[src/rtl/svc_rv_status_pkg.sv]
// Shared types for the SoC status LED stage: FSM state encoding and idle
// counter sizing helper.
package svc_rv_status_pkg;

  typedef enum logic [1:0] {
    RUN  = 2'b00,
    HUNG = 2'b01,
    DONE = 2'b10
  } status_state_t;

  // A disabled watchdog still gets a 1-bit counter so the port map stays uniform.
  function automatic int idle_width(input int unsigned wdt_cycles);
    return (wdt_cycles == 0) ? 1 : $clog2(wdt_cycles + 1);
  endfunction

endpackage

[src/rtl/svc_rv_status_wdt.sv]
// Retire-activity watchdog: counts idle cycles, saturating at WDT_CYCLES,
// and flags expiry while the count sits at the limit.
module svc_rv_status_wdt
  import svc_rv_status_pkg::*;
#(
  parameter int unsigned WDT_CYCLES = 32'd67108864
) (
  input  logic clk,
  input  logic rst_n,
  input  logic activity,
  output logic expired
);

  localparam int IW = idle_width(WDT_CYCLES);
  localparam logic [IW-1:0] LIMIT = IW'(WDT_CYCLES);
  localparam logic WDT_ON = (WDT_CYCLES != 0);

  logic [IW-1:0] idle_cnt;

  always_ff @(posedge clk or negedge rst_n) begin
    if (!rst_n) begin
      idle_cnt <= '0;
    end else if (activity || !WDT_ON) begin
      idle_cnt <= '0;
    end else if (idle_cnt != LIMIT) begin
      idle_cnt <= idle_cnt + IW'(1);
    end
  end

  assign expired = WDT_ON && (idle_cnt == LIMIT);

endmodule

[src/rtl/svc_rv_status_led.sv]
// Board status LED: slow heartbeat while running, fast blink when the
// watchdog trips, solid on once the core hits EBREAK.
module svc_rv_status_led
  import svc_rv_status_pkg::*;
#(
  parameter int          HB_BITS    = 24,
  parameter int unsigned WDT_CYCLES = 32'd67108864
) (
  input  logic clk,
  input  logic rst_n,
  input  logic ebreak,
  input  logic activity,
  output logic led,
  output logic done,
  output logic hung
);

  status_state_t      state;
  logic [HB_BITS-1:0] hb_cnt;
  logic               expired;

  svc_rv_status_wdt #(.WDT_CYCLES(WDT_CYCLES)) u_wdt (
    .clk      (clk),
    .rst_n    (rst_n),
    .activity (activity),
    .expired  (expired)
  );

  always_ff @(posedge clk or negedge rst_n) begin
    if (!rst_n) hb_cnt <= '0;
    else        hb_cnt <= hb_cnt + HB_BITS'(1);
  end

  // LED is chosen from the current state, so it lags a transition by one cycle.
  always_ff @(posedge clk or negedge rst_n) begin
    if (!rst_n) begin
      state <= RUN;
      led   <= 1'b0;
    end else begin
      unique case (state)
        RUN:     led <= hb_cnt[HB_BITS-1];
        HUNG:    led <= hb_cnt[HB_BITS-3];
        DONE:    led <= 1'b1;
        default: led <= 1'b0;
      endcase

      if (ebreak) begin
        state <= DONE;
      end else begin
        unique case (state)
          RUN:     if (expired && !activity) state <= HUNG;
          HUNG:    if (activity) state <= RUN;
          DONE:    state <= DONE;
          default: state <= RUN;
        endcase
      end
    end
  end

  assign done = (state == DONE);
  assign hung = (state == HUNG);

endmodule

[config.mk]
export PLATFORM = sky130hd
export DESIGN_NAME = svc_rv_status_led
export DESIGN_NICKNAME = d
export VERILOG_FILES = /design/src/rtl/svc_rv_status_pkg.sv /design/src/rtl/svc_rv_status_wdt.sv /design/src/rtl/svc_rv_status_led.sv
export SDC_FILE = /design/constraint.sdc
export NUM_CORES = 1
export LEC_CHECK = 0
export ABC_CLOCK_PERIOD_IN_PS = 4450
export BUFFER_PORTS_ARGS = -buffer_cell sky130_fd_sc_hd__clkbuf_2
export CAP_MARGIN = 20
export CORE_ASPECT_RATIO = 0.5
export CORE_MARGIN = 10
export CORE_UTILIZATION = 35
export DETAILED_ROUTE_END_ITERATION = 10
export GPL_ROUTABILITY_DRIVEN = 0
export SYNTH_ARGS = -nofsm -noshare
export SYNTH_HDL_FRONTEND = slang
export SYNTH_SLANG_ARGS = --single-unit
[constraint.sdc]
create_clock -name clk -period 4.45 [get_ports clk]
set_clock_uncertainty 0.1 [all_clocks]
set_input_delay 0.2225 -clock clk [delete_from_list [all_inputs] [get_ports clk]]
set_output_delay 0.2225 -clock clk [all_outputs]
set_load 0.005 [all_outputs]
### Word level (Yosys, flattened, before mapping)

Index checks and enable logic that the tools add are counted.

| operators by class | value |
|---|---|
| add/subtract/negate cells | 2 |
| $mul | 0 |
| div/mod/pow operators | 0 |
| order comparisons | 0 |
| equality and inequality tests | 6 |
| shift operators | 0 |
| muxes and demuxes | 7 |
| bitwise operators | 0 |
| reduce and logical (&&, ||, !) cells | 5 |

Operator list:

| cell | count |
|---|---|
| 2-to-1 mux 27 bit | 2 |
| adder 27 x 1 -> 27 bit (second input constant) | 1 |
| == test 27 bit (second input constant) | 1 |
| != test 27 bit (second input constant) | 1 |
| adder 24 x 1 -> 24 bit (second input constant) | 1 |
| 2-to-1 mux 2 bit | 3 |
| != test 3 bit (second input constant) | 2 |
| one-hot mux 2 bit (3 select lines) | 1 |
| one-hot mux 1 bit (3 select lines) | 1 |
| == test 2 x 1 -> 1 bit (second input constant) | 1 |
| == test 2 bit (second input constant) | 1 |
| zero test 2 bit | 1 |
| AND reduction 2 bit | 1 |
| nonzero test 2 bit | 1 |
| logical AND 1 bit | 1 |
| zero test 1 bit | 1 |

| word-level totals | value |
|---|---|
| register bits | 54 |
| bits in latches | 0 |
| memory bits (writable) | 0 |
| bits in read-only memories | 0 |
| input port bits | 4 |
| output and inout port bits | 3 |
| memories | 0 |

### Longest topological paths before layout

Gate-level depths: netlist (run 1).

| depth | value |
|---|---|
| word-level depth | 5 |
| depth in mapped cells | 6 |
| gate-level depth less buffers | 6 |

### Hierarchy

From an unflattened synthesis (run 1), not the netlist that was laid out.

| second synthesis, totals | value |
|---|---|
| cells, all modules | 241 |
| area, all modules | 2617.5 µm² |

By module, submodules not included:

| module | instances | cells each | area an instance (µm²) | sequential area each (µm²) |
|---|---|---|---|---|
| svc_rv_status_wdt | 1 | 145 | 1436.4 | 675.6 |
| svc_rv_status_led | 1 | 96 | 1181.1 | 675.6 |

### Worst setup path after synthesis (run 1)

Ideal clock, no wire load.

| timing | value |
|---|---|
| path type | register to register |
| from | register u_wdt.idle_cnt[0] |
| to | register u_wdt.idle_cnt[22] |
| setup time | 78 ps |
| data arrival time | 1918 ps |
| slack | 2354 ps |
| cell stages (with the launch flop) | 7 |
| period minus slack after synthesis | 2096 ps |
| cell sequence | dfrtp_1 > ha_1 > nand4_4 > or3_4 > buf_6 > or4_1 > a21oi_1 |

| between the ends | value |
|---|---|
| longest elaborated chain between the ends | 3 |
| elaborated cells between the ends (all ways) | 5 |
| classes of those cells | add/sub (1); eq/ne (1); mux (2); reduce/logical (1) |

RTL lines:

| element | RTL line | text |
|---|---|---|
| start, declared | svc_rv_status_wdt.sv:18 | `logic [IW-1:0] idle_cnt;` |
| start signal, assigned | svc_rv_status_wdt.sv:26 | `idle_cnt <= idle_cnt + IW'(1);` |
| adder 27 x 1 -> 27 bit | svc_rv_status_wdt.sv:26 |  |
| 2-to-1 mux 27 bit | svc_rv_status_wdt.sv:25 | `end else if (idle_cnt != LIMIT) begin` |
| 2-to-1 mux 27 bit | svc_rv_status_wdt.sv:23 | `end else if (activity \|\| !WDT_ON) begin` |

Parallel ways exist; a longest one is shown, timed or not. The select of a mux whose other input is x is not followed.
A chain may end at the register's enable or synchronous reset.

### Worst setup path in the final report (run 1)

| timing | value |
|---|---|
| from | register u_wdt.idle_cnt[1] |
| to | register u_wdt.idle_cnt[24] |

The elaborated chain is that of the path after synthesis.

==> results by group, run 1 <==
Logic synthesis
  • Flops & latches, synth: 54
  • Top cells by area, synth: dfrtp_1 51%, xnor2_1 8.7%, nand3_1 3.8%, nand4_1 3.6%, nor2_1 3.1%
  • Top cell type by total area after synthesis: dfrtp_1
  • Synth Area in Compound Gates: 6.24%
  • Most common cell in the netlist: dfrtp_1
  • Mapped Area: 0.00263 mm2
  • Post-synthesis adder-cell area fraction: 1.43%
  • Netlist cell types: 34
  • Mapped Avg Cell Area: 10.3 um2
  • Top cell type's share of synthesized area: 51.4%
  • Xor/xnor share of the synthesized area: 11.7%
  • Fraction of registers with async set/reset: 100%
  • Sequential area share after synthesis: 51.4%
  • Mux contribution to synthesized area: 0.429%
  • Post-Synth Simple-Gate Area: 26.5%
  • Synth cell count leaders: 54 x dfrtp_1, 26 x xnor2_1, 22 x nor2_1
  • Post-Syn Nets: 262
  • Largest family of logic cells by synthesized area: simple AND/OR/NAND/NOR gates
  • Top FF cell, synth: dfrtp_1
  • Syn Inst Count: 255
  • Number of synthesized flops with an enable pin: 0
  • Yosys warning total: 0

GRT
  • Total GRT Usage: 8.92%
  • First-pass GRT wire length: 8610 um
  • Initial antenna violation count: 0
  • Vias in the first global route: 1856
  • Largest net degree at the start of global routing: 55
  • GR Overflow Total: 0

Timing
  • RSZ-0062 raised after global routing: false
  • Period utilization: 50.7%
  • Final Hold Vio Count: 0
  • Worst slew margin: 44.8%
  • PnR worst setup slack: 2.19 ns
  • Crit path time final: 2.26 ns
  • Final Max Tran Viols: 0
  • Slew @ Worst Pin: 0.821 ns
  • Setup TNS: 0 ns
  • F_max: 0.443 GHz
  • WHS: 0.0535 ns
  • Setup Viol. Count Final: 0

Worst setup path
  • Crit path launch: u_wdt.idle_cnt[1]$_DFFE_PN0P_
  • Startpoint types: register
  • R2r setup slk: 2.19 ns
  • Worst path cell trace: ha_1 -> nand4_4 -> or3_4 -> or4_1 -> a21oi_1
  • CP top delay family: simple AND/OR/NAND/NOR gates
  • Reg2Reg Depth: 5
  • Crit-path max cell delay: 0.52 ns
  • CP max FO: 11
  • Slowest-stage cell, CP: or4_1
  • CP Buf/Inv Count: 0
  • Critical path depth: 5
  • Critical Path End Type: register
  • Reg-to-Reg End: u_wdt.idle_cnt[24]$_DFFE_PN0P_
  • R2r startpoint: u_wdt.idle_cnt[1]$_DFFE_PN0P_
  • CP Capture Point: u_wdt.idle_cnt[24]$_DFFE_PN0P_
  • Crit path kind: reg -> reg
  • Worst path arrival time: 2.36 ns
  • Worst EP required: 4.55 ns

Run
  • Max-Cap Viols: 0

Placement
  • DP Area: 0.00276 mm2
  • Port Buffers: 6
  • Pre-CTS setup slack: 2.22 ns
  • HPWL after DPL: 3320 um

Layout
  • Antenna cell count: 0
  • P&R area growth vs syn: 10.7%
  • Final instance area: 0.00291 mm2
  • Layout cells sized above 1: 7.17%
  • Final #Nets: 272
  • Layout Utilization: 39.7%

Power
  • Worst VDD drop: 0.000155 V
  • Clock Power Share: 41.9%
  • Cell-internal power: 0.707 mW
  • LEAKAGE: 1.16 nW
  • Comb power frac: 3.0%
  • Sw frac: 21.8%
  • Sequential share of power: 55.1%
  • NetSw: 0.197 mW
  • Pwr dens: 311 mW/mm2

Drt
  • DRT Wirelength: 4860 um
  • Routed vias: 1896
  • Post-route ant nets: 0
  • Wirelength per Cell: 13.5 um
  • DRT iter0 DRCs: 99
  • # DRC: 0
  • DR vias/cell: 5.25
  • Drt first pass iters: 4

Floorplanning
  • Die ar.: 0.0116 mm2
  • Core region area: 0.00732 mm2
  • Die Ht: 81.3 um
  • Die W: 143 um
  • Initial Util: 35.9%
  • # IOs: 7
  • Cell row count: 22

Clocking
  • Clock Path Buffers: 2
  • Clk_lat worst skew: 0.29 ns
  • Cts repair resizes: 0
  • CTS Sinks: 54
  • CTS tree: built
  • CTS clk-pin slew, worst paths: 0.07 ns
  • CTS root buf: clkbuf_16
  • Inserted Clock Buffers: 5
  • H-tree depth: 2

Worst hold path
  • Hold crit path type: in -> reg

Run status
  • Status: finished, final reports clean
[cell usage in the layout (no fill, tap or decap), drive strengths merged]
master       netlist  layout
o211ai             1       1
xor2               9       9
nor4               8       8
nor2              22      22
inv                9      10
mux2               1       1
o21ai              3       3
or4b               1       1
a21oi             13      13
nand4             17      17
o31ai              8       8
clkinv             0       1
nor3               8       8
nand3             20      20
o21a               1       1
dfrtp             54      54
or3                5       5
nor2b              4       4
o2bb2ai            1       1
buf                2       1
dlygate4sd3        0       1
and4               6       6
nand2             14      14
or2                1       1
or4                8       8
ha                 3       3
and3               4       4
xnor2             26      26
clkbuf             3      11
nor4b              2       2
or2b               1       1
[per-layer routing]
| metal | global-route usage (%) | vias to the layer above | wire, um |
|---|---|---|---|
| met5 | 0 | - | 0 |
| met4 | 3.37 | 0 | 61 |
| met3 | 1.75 | 4 | 89 |
| met2 | 15.4 | 20 | 2340 |
| met1 | 11.0 | 925 | 2370 |
| li1 | - | 947 | - |
[cell families (layout without fill, tap and decap cells)]
logic type,Yosys count,count (layout)
DFF,54,54
muxes,1,1
AOI/OAI and AO/OA,27,27
and+or+nand+nor,121,121
adders and majority gates,3,3
buffers and inverters,14,24
xor gates and xnor gates,35,35
[power by group through the flow]
stage / registers (mW) / logic, mW / clock network [mW]
after floorplan: 0.505 / 0.0130 / 0
after global placement: 0.506 / 0.0271 / 0
after detailed placement: 0.507 / 0.0273 / 0
after CTS: 0.497 / 0.0283 / 0.390
after global routing: 0.497 / 0.0332 / 0.413
final: 0.497 / 0.0272 / 0.379
[registers in the layout, summed over array words and instances, names as in the netlist]
register and count:
u_wdt.idle_cnt 27, hb_cnt 24, state 2, led 1
[stage by stage]
stage,cells,power (mW)
final,361,0.903
after CTS,361,0.915
after floorplan,255,0.518
after global placement,353,0.533
after detailed placement,353,0.534
after global routing,361,0.943
[area by class of cell]
cell class	count	area, um2
fillers	727	4410
flip-flops and latches	54	1350
multi-input cells	187	1220
clock buffers	5	125
well taps	96	120
repair buffers	8	47.5
inverters	9	33.8
clock inverters	2	13.8
[worst min-delay path by stage]
| stage | startpoint | endpoint | slack (ns) | cells past startpoint |
|---|---|---|---|---|
| after global routing | ebreak | state[1]$_DFFE_PN0P_ | 0.06 | 2 |
| final | ebreak | state[1]$_DFFE_PN0P_ | 0.05 | 2 |
| after CTS | ebreak | state[1]$_DFFE_PN0P_ | 0.05 | 2 |
| after global placement | rst_n | hb_cnt[4]$_DFF_PN0_ | 0.28 | 2 |
| after detailed placement | rst_n | hb_cnt[4]$_DFF_PN0_ | 0.28 | 2 |
| after floorplan | rst_n | hb_cnt[0]$_DFF_PN0_ | -0.17 | 0 |
[timing repair]
item | CTS | global route
endpoints found under the setup margin | 0 | 0
hold buffers | 1 | 0
endpoints found under the hold margin | 54 | 0
setup buffers | 0 | 0
No activity file was read; power rests on OpenSTA's default activity.
==> run 2, diff against run 1 <==
- ABC_CLOCK_PERIOD_IN_PS: 4450 -> 2300
- clock period: 4.45 -> 2.3 ns (I/O delays scaled with it)
==> run 2 against run 1 <==
Maximum frequency up 3.9%; die area stayed put; non-clock buffer count up 4; critical path depth unchanged; combinational power grew 120%; total power up 120%; register-to-register slack worse by 2.1 ns; design area grew 3.1%; largest power group is now clock.
==> results by group, run 2 (synthesized netlist as in run 1, its figures left out) <==
Drt
  • Post-route ant nets: 0 (unchanged)
  • DR vias/cell: 5.26 (was 5.25)
  • Wirelength per Cell: 13.5 um (about the same)
  • # DRC: 0 (unchanged)
  • Drt first pass iters: 4 (unchanged)
  • DRT Wirelength: 4940 um (was 4860 um)
  • DRT iter0 DRCs: 61 (was 99)
  • Routed vias: 1925 (was 1896)

Layout
  • Layout Utilization: 41.0% (was 39.7%)
  • Max FFs per register: 27 (unchanged)
  • Leading cell type in the layout, fill and taps excluded: dfrtp_1 (unchanged)
  • Largest Register: u_wdt.idle_cnt (unchanged)
  • Most frequent cells in the layout: 53 x dfrtp_1, 26 x xnor2_1, 22 x nor2_1 (was 54 x dfrtp_1, 26 x xnor2_1, 22 x nor2_1)
  • Top flop regs: u_wdt.idle_cnt (27), hb_cnt (24), state (2) (unchanged)
  • Final #Nets: 276 (was 272)
  • Non-filler cells, final: 366 (was 361)
  • Layout fillers: 715 (was 727)
  • P&R area growth vs syn: 14.1% (was 10.7%)
  • Antenna cell count: 0 (unchanged)
  • Layout cells sized above 1: 9.26% (was 7.17%)

Placement
  • HPWL after DPL: 3440 um (was 3320 um)
  • Placed Cells: 355 (was 353)
  • Port Buffers: 6 (unchanged)

Timing
  • F_max: 0.460 GHz (was 0.443 GHz)
  • Final Max Tran Viols: 0 (unchanged)
  • Period utilization: 94.5% (was 50.7%)
  • Final Hold Vio Count: 0 (unchanged)
  • Setup Viol. Count Final: 0 (unchanged)
  • Worst slew margin: 60.2% (was 44.8%)
  • RSZ-0062 raised after global routing: false (unchanged)
  • Slew @ Worst Pin: 0.597 ns (was 0.821 ns)
  • Setup TNS: 0 ns (unchanged)
  • Crit path time final: 2.17 ns (was 2.26 ns)

GRT
  • Vias in the first global route: 1812 (was 1856)
  • Met2 GRT Util: 15.0% (was 15.4%)
  • Met1 Use GR: 11.6% (was 11.0%)
  • Initial antenna violation count: 0 (unchanged)
  • Grt peak-use layer: met2 (unchanged)
  • Total GRT Usage: 9.30% (was 8.92%)
  • First-pass GRT wire length: 8750 um (was 8610 um)
  • Met3 Usage GRT: 2.44% (was 1.75%)
  • Largest net degree at the start of global routing: 30 (was 55)
  • GR Overflow Total: 0 (unchanged)

Floorplanning
  • Core region area: 0.00732 mm2 (unchanged)
  • # IOs: 7 (unchanged)
  • Initial Util: 35.9% (unchanged)
  • Die W: 143 um (unchanged)
  • Die Ht: 81.3 um (unchanged)
  • Die ar.: 0.0116 mm2 (unchanged)
  • Cell row count: 22 (unchanged)

Worst setup path
  • Critical Path End Type: register (unchanged)
  • CP max FO: 11 (unchanged)
  • Worst path arrival time: 2.29 ns (was 2.36 ns)
  • Crit path kind: reg -> reg (unchanged)
  • Worst EP required: 2.41 ns (was 4.55 ns)
  • Startpoint types: register (unchanged)

Run
  • Max-Cap Viols: 0 (unchanged)

Clocking
  • CTS root buf: clkbuf_16 (unchanged)
  • CTS clk-pin slew, worst paths: 0.07 ns (about the same)
  • Inserted Clock Buffers: 5 (unchanged)
  • H-tree depth: 2 (unchanged)
  • Clk_lat worst skew: 0.30 ns (was 0.29 ns)
  • Clock Path Buffers: 2 (unchanged)
  • CTS Sinks: 54 (unchanged)
  • CTS tree: built (unchanged)

Worst hold path
  • Hold crit path type: in -> async (was in -> reg)

Run status
  • Status: finished, final reports clean (unchanged)

Power
  • Pwr dens: 667 mW/mm2 (was 311 mW/mm2)
  • Worst VDD drop: 0.000253 V (was 0.000155 V)
  • LEAKAGE: 1.20 nW (was 1.16 nW)
run 2: final cells by class:
class	instances	area (um2)	share of cell area (%)
clock buffers	5	125	4.17
clock inverters	3	68.8	2.29
inverters	9	33.8	1.13
multi-input cells	187	1220	40.6
flip-flops and latches	54	1350	45.1
well taps	96	120	4.00
repair buffers	12	80.1	2.67
run 2: metrics by stage:
stage	worst slack, ns	hold WS, ns	instance area, um2	power (mW)
6_report	0.127	0.174	3000	2.00
5_1_grt	0.0212	0.210	3000	2.07
2_1_floorplan	0.204	-0.281	2630	1.00
4_1_cts	0.0549	0.181	2990	2.02
3_5_place_dp	0.0934	-0.0370	2770	1.03
3_3_place_gp	0.176	-0.0442	2770	1.03
run 2: power breakdown:
part           internal (mW)  switching [mW]
Combinational         0.0185          0.0408
Sequential             0.953         0.00738
Clock                  0.626           0.355
run 2: worst paths after layout:
check	depth (start not counted)	endpoint	start	slack (ns)
max reg2reg	5	u_wdt.idle_cnt[20]$_DFFE_PN0P_	u_wdt.idle_cnt[1]$_DFFE_PN0P_	0.13
min reg2reg	1	hb_cnt[22]$_DFF_PN0_	hb_cnt[22]$_DFF_PN0_	0.37
min in group clk	2	u_wdt.idle_cnt[7]$_DFFE_PN0P_	activity	0.30
max in group asynchronous	3	u_wdt.idle_cnt[12]$_DFFE_PN0P_	rst_n	1.28
min	2	u_wdt.idle_cnt[6]$_DFFE_PN0P_	rst_n	0.17
max	5	u_wdt.idle_cnt[20]$_DFFE_PN0P_	u_wdt.idle_cnt[1]$_DFFE_PN0P_	0.13
run 2: critical path, stage by stage, from the launching register on:
cell     delay, ns
dfrtp_1       0.41
ha_2          0.26
nand4_4       0.16
or3_4         0.47
or4_1         0.52
a21oi_1       0.17
run 2: repair_timing:
item | 4_1_cts | 5_1_grt
buffers inserted | 0 | 1
hold buffers | 2 | 0
endpoints found under the hold margin | 17 | 0
resized for setup | 0 | 2
endpoints found under the setup margin | 0 | 4
run 2: metal layers:
metal,part of all wire [%],routed length (um)
met4,1.8,90
met3,2.5,123
met2,47,2310
met5,0,0
met1,49,2420
==> run 3, diff against run 2 <==
- ABC_AREA: default -> 1
==> run 3 against run 2 <==
Critical path depth grew 2; utilization shrank 1.3 points; combinational power grew 12%; total power shrank 11%; via count grew 35%; cell count grew 55%; worst hold slack lost 0.084 ns; sequential share of layout area shrank 6.0 points; clock-buffer cell count is the same.
==> results by group, run 3 <==
Run status
  • Status: finished, final reports clean (unchanged)

Timing
  • Final Max Tran Viols: 0 (unchanged)
  • Period utilization: 69.0% (was 94.5%)
  • WHS: 0.0894 ns (was 0.174 ns)
  • RSZ-0062 raised after global routing: false (unchanged)
  • Crit path time final: 1.59 ns (was 2.17 ns)
  • Worst slew margin: 54.0% (was 60.2%)
  • F_max: 0.630 GHz (was 0.460 GHz)
  • Setup Viol. Count Final: 0 (unchanged)
  • Setup TNS: 0 ns (unchanged)
  • Slew @ Worst Pin: 0.691 ns (was 0.597 ns)
  • Final Hold Vio Count: 0 (unchanged)

Worst hold path
  • Hold crit path type: in -> reg (was in -> async)
  • Hold Startpoint: activity
  • Cells on Worst Hold Path: 2
  • Hold endpoint: u_wdt.idle_cnt[15]$_DFFE_PN0P_

Logic synthesis
  • Mapped Avg Cell Area: 7.13 um2 (was 10.3 um2)
  • Sequential area share after synthesis: 43.3% (was 51.4%)
  • Most common cell in the netlist: nand2_1 (was dfrtp_1)
  • Yosys warning total: 0 (unchanged)
  • Syn Inst Count: 438 (was 255)
  • Synth cell count leaders: 136 x nand2_1, 100 x nor2_1, 54 x dfrtp_1 (was 54 x dfrtp_1, 26 x xnor2_1, 22 x nor2_1)
  • Mapped Area: 0.00312 mm2 (was 0.00263 mm2)
  • Top cells by area, synth: dfrtp_1 43%, nand2_1 16%, nor2_1 12%, inv_1 4.7%, xnor2_1 3.9% (was dfrtp_1 51%, xnor2_1 8.7%, nand3_1 3.8%, nand4_1 3.6%, nor2_1 3.1%)
  • Number of synthesized flops with an enable pin: 0 (unchanged)
  • Top FF cell, synth: dfrtp_1 (unchanged)
  • Post-Syn Nets: 445 (was 262)
  • Top cell type's share of synthesized area: 43.3% (was 51.4%)
  • Fraction of registers with async set/reset: 100% (unchanged)
  • Netlist cell types: 24 (was 34)
  • Flops & latches, synth: 54 (unchanged)
  • Top cell type by total area after synthesis: dfrtp_1 (unchanged)

Placement
  • Port Buffers: 6 (unchanged)
  • DP Area: 0.00330 mm2 (was 0.00277 mm2)
  • Placed Cells: 559 (was 355)
  • HPWL after DPL: 5210 um (was 3440 um)

Floorplanning
  • Die ar.: 0.0133 mm2 (was 0.0116 mm2)
  • Cell row count: 24 (was 22)
  • Core region area: 0.00871 mm2 (was 0.00732 mm2)
  • Die W: 154 um (was 143 um)
  • Initial Util: 35.9% (about the same)
  • Die Ht: 86.8 um (was 81.3 um)
  • # IOs: 7 (unchanged)

Layout
  • Layout cells sized above 1: 7.98% (was 9.26%)
  • Max FFs per register: 27 (unchanged)
  • Largest Register: u_wdt.idle_cnt (unchanged)
  • Final #Nets: 458 (was 276)
  • Final instance area: 0.00346 mm2 (was 0.00300 mm2)
  • Leading cell type in the layout, fill and taps excluded: nand2_1 (was dfrtp_1)
  • Top flop regs: u_wdt.idle_cnt (27), hb_cnt (24), state (2) (unchanged)
  • Antenna cell count: 0 (unchanged)
  • Most frequent cells in the layout: 136 x nand2_1, 100 x nor2_1, 54 x dfrtp_1 (was 53 x dfrtp_1, 26 x xnor2_1, 22 x nor2_1)
  • P&R area growth vs syn: 10.7% (was 14.1%)
  • Non-filler cells, final: 568 (was 366)

Worst setup path
  • Worst EP required: 2.38 ns (was 2.41 ns)
  • R2r setup slk: 0.71 ns (was 0.13 ns)
  • R2r startpoint: u_wdt.idle_cnt[0]$_DFFE_PN0P_ (was u_wdt.idle_cnt[1]$_DFFE_PN0P_)
  • Reg-to-Reg End: u_wdt.idle_cnt[16]$_DFFE_PN0P_ (was u_wdt.idle_cnt[20]$_DFFE_PN0P_)
  • Reg2Reg Depth: 7 (was 5)
  • Critical Path End Type: register (unchanged)
  • Startpoint types: register (unchanged)
  • Crit path kind: reg -> reg (unchanged)
  • Crit path launch: u_wdt.idle_cnt[0]$_DFFE_PN0P_ (was u_wdt.idle_cnt[1]$_DFFE_PN0P_)
  • CP max FO: 5 (was 11)
  • Worst path arrival time: 1.66 ns (was 2.29 ns)

Clocking
  • Inserted Clock Buffers: 5 (unchanged)
  • Clock Path Buffers: 2 (unchanged)
  • Clk_lat worst skew: 0.30 ns (about the same)
  • CTS tree: built (unchanged)
  • CTS clk-pin slew, worst paths: 0.07 ns (about the same)
  • Cts repair resizes: 0 (unchanged)
  • Setup bufs post-CTS: 0 (unchanged)
  • Post-CTS Hold Fix Bufs: 2 (unchanged)
  • H-tree depth: 2 (unchanged)
  • CTS root buf: clkbuf_16 (unchanged)
  • CTS Sinks: 54 (unchanged)

Drt
  • Post-route ant nets: 0 (unchanged)
  • DRT Wirelength: 7000 um (was 4940 um)
  • # DRC: 0 (unchanged)
  • DRT iter0 DRCs: 142 (was 61)
  • Routed vias: 2601 (was 1925)
  • Drt first pass iters: 4 (unchanged)
  • DR vias/cell: 4.58 (was 5.26)
  • Wirelength per Cell: 12.3 um (was 13.5 um)

GRT
  • GR Overflow Total: 0 (unchanged)
  • Vias in the first global route: 2536 (was 1812)
  • Total GRT Usage: 11.2% (was 9.30%)
  • Initial antenna violation count: 0 (unchanged)
  • First-pass GRT wire length: 12400 um (was 8750 um)
  • Largest net degree at the start of global routing: 55 (was 30)

Power
  • Worst VDD drop: 0.000254 V (was 0.000253 V)
  • LEAKAGE: 1.49 nW (was 1.20 nW)
  • Pwr dens: 514 mW/mm2 (was 667 mW/mm2)

Run
  • Max-Cap Viols: 0 (unchanged)
## run 3: changes by cell type after synthesis, sizes merged, moves of 10 or more
cell	previous run	this run
xnor2	26	14
nor2	22	110
o21ai	3	13
nand2	14	140
inv	9	41
nand4	17	4
## run 3: worst max-delay path: stages (launching register included)
cell and delay (ns):
dfrtp_1 0.42, ha_1 0.23, inv_1 0.06, nor2_2 0.18, nand2_1 0.11, nor2_1 0.15
xor2_1 0.17, nor2_1 0.05
## run 3: layout make-up
cell class,count,area (um2)
fillers,912,5250
multi-input cells,340,1610
flip-flops and latches,54,1350
inverters,41,154
well taps,117,146
clock buffers,5,125
repair buffers,9,57.6
clock inverters,2,15.0
## run 3: logic make-up (layout without fill, tap and decap cells)
family	after synthesis	after routing	share of synthesized area (%)
simple gates	292	292	40.2
compound gates	22	22	3.61
fa+ha+maj	3	3	1.20
xor+xnor	23	23	6.45
buf+inv	44	57	5.29
flops	54	54	43.3
## run 3: power breakdown
| group | internal [mW] | leakage (nW) | switching, mW | total, mW |
|---|---|---|---|---|
| clock network | 0.398 | 0.0619 | 0.352 | 0.750 |
| logic | 0.0195 | 0.700 | 0.0471 | 0.0667 |
| registers | 0.953 | 0.727 | 0.00715 | 0.961 |
| total | 1.37 | 1.49 | 0.407 | 1.78 |
## run 3: worst max path at each step
stage                                     end  slack (ns)
6_report       u_wdt.idle_cnt[16]$_DFFE_PN0P_        0.71
5_1_grt        u_wdt.idle_cnt[16]$_DFFE_PN0P_        0.55
4_1_cts        u_wdt.idle_cnt[16]$_DFFE_PN0P_        0.71
3_5_place_dp   u_wdt.idle_cnt[16]$_DFFE_PN0P_        0.72
3_3_place_gp             hb_cnt[14]$_DFF_PN0_        0.76
2_1_floorplan  u_wdt.idle_cnt[16]$_DFFE_PN0P_        0.85
## run 3: per-layer routing
| layer | GRT usage, % | up-vias | wire length [um] | share of wire [%] |
|---|---|---|---|---|
| met4 | 4.26 | 0 | 133 | 1.9 |
| met1 | 14.5 | 1179 | 3460 | 49 |
| met5 | 0 | - | 0 | 0 |
| met3 | 2.22 | 12 | 225 | 3.2 |
| li1 | - | 1379 | - | - |
| met2 | 18.1 | 31 | 3180 | 45 |
## run 3: metrics by stage
stage / worst slack (ns) / total power [mW] / utilization, %
final: 0.713 / 1.78 / 39.7
after global routing: 0.551 / 1.85 / 39.7
after CTS: 0.710 / 1.80 / 39.7
after detailed placement: 0.716 / 1.05 / 37.8
after global placement: 0.756 / 1.04 / 37.8
after floorplan: 0.848 / 1.01 / -
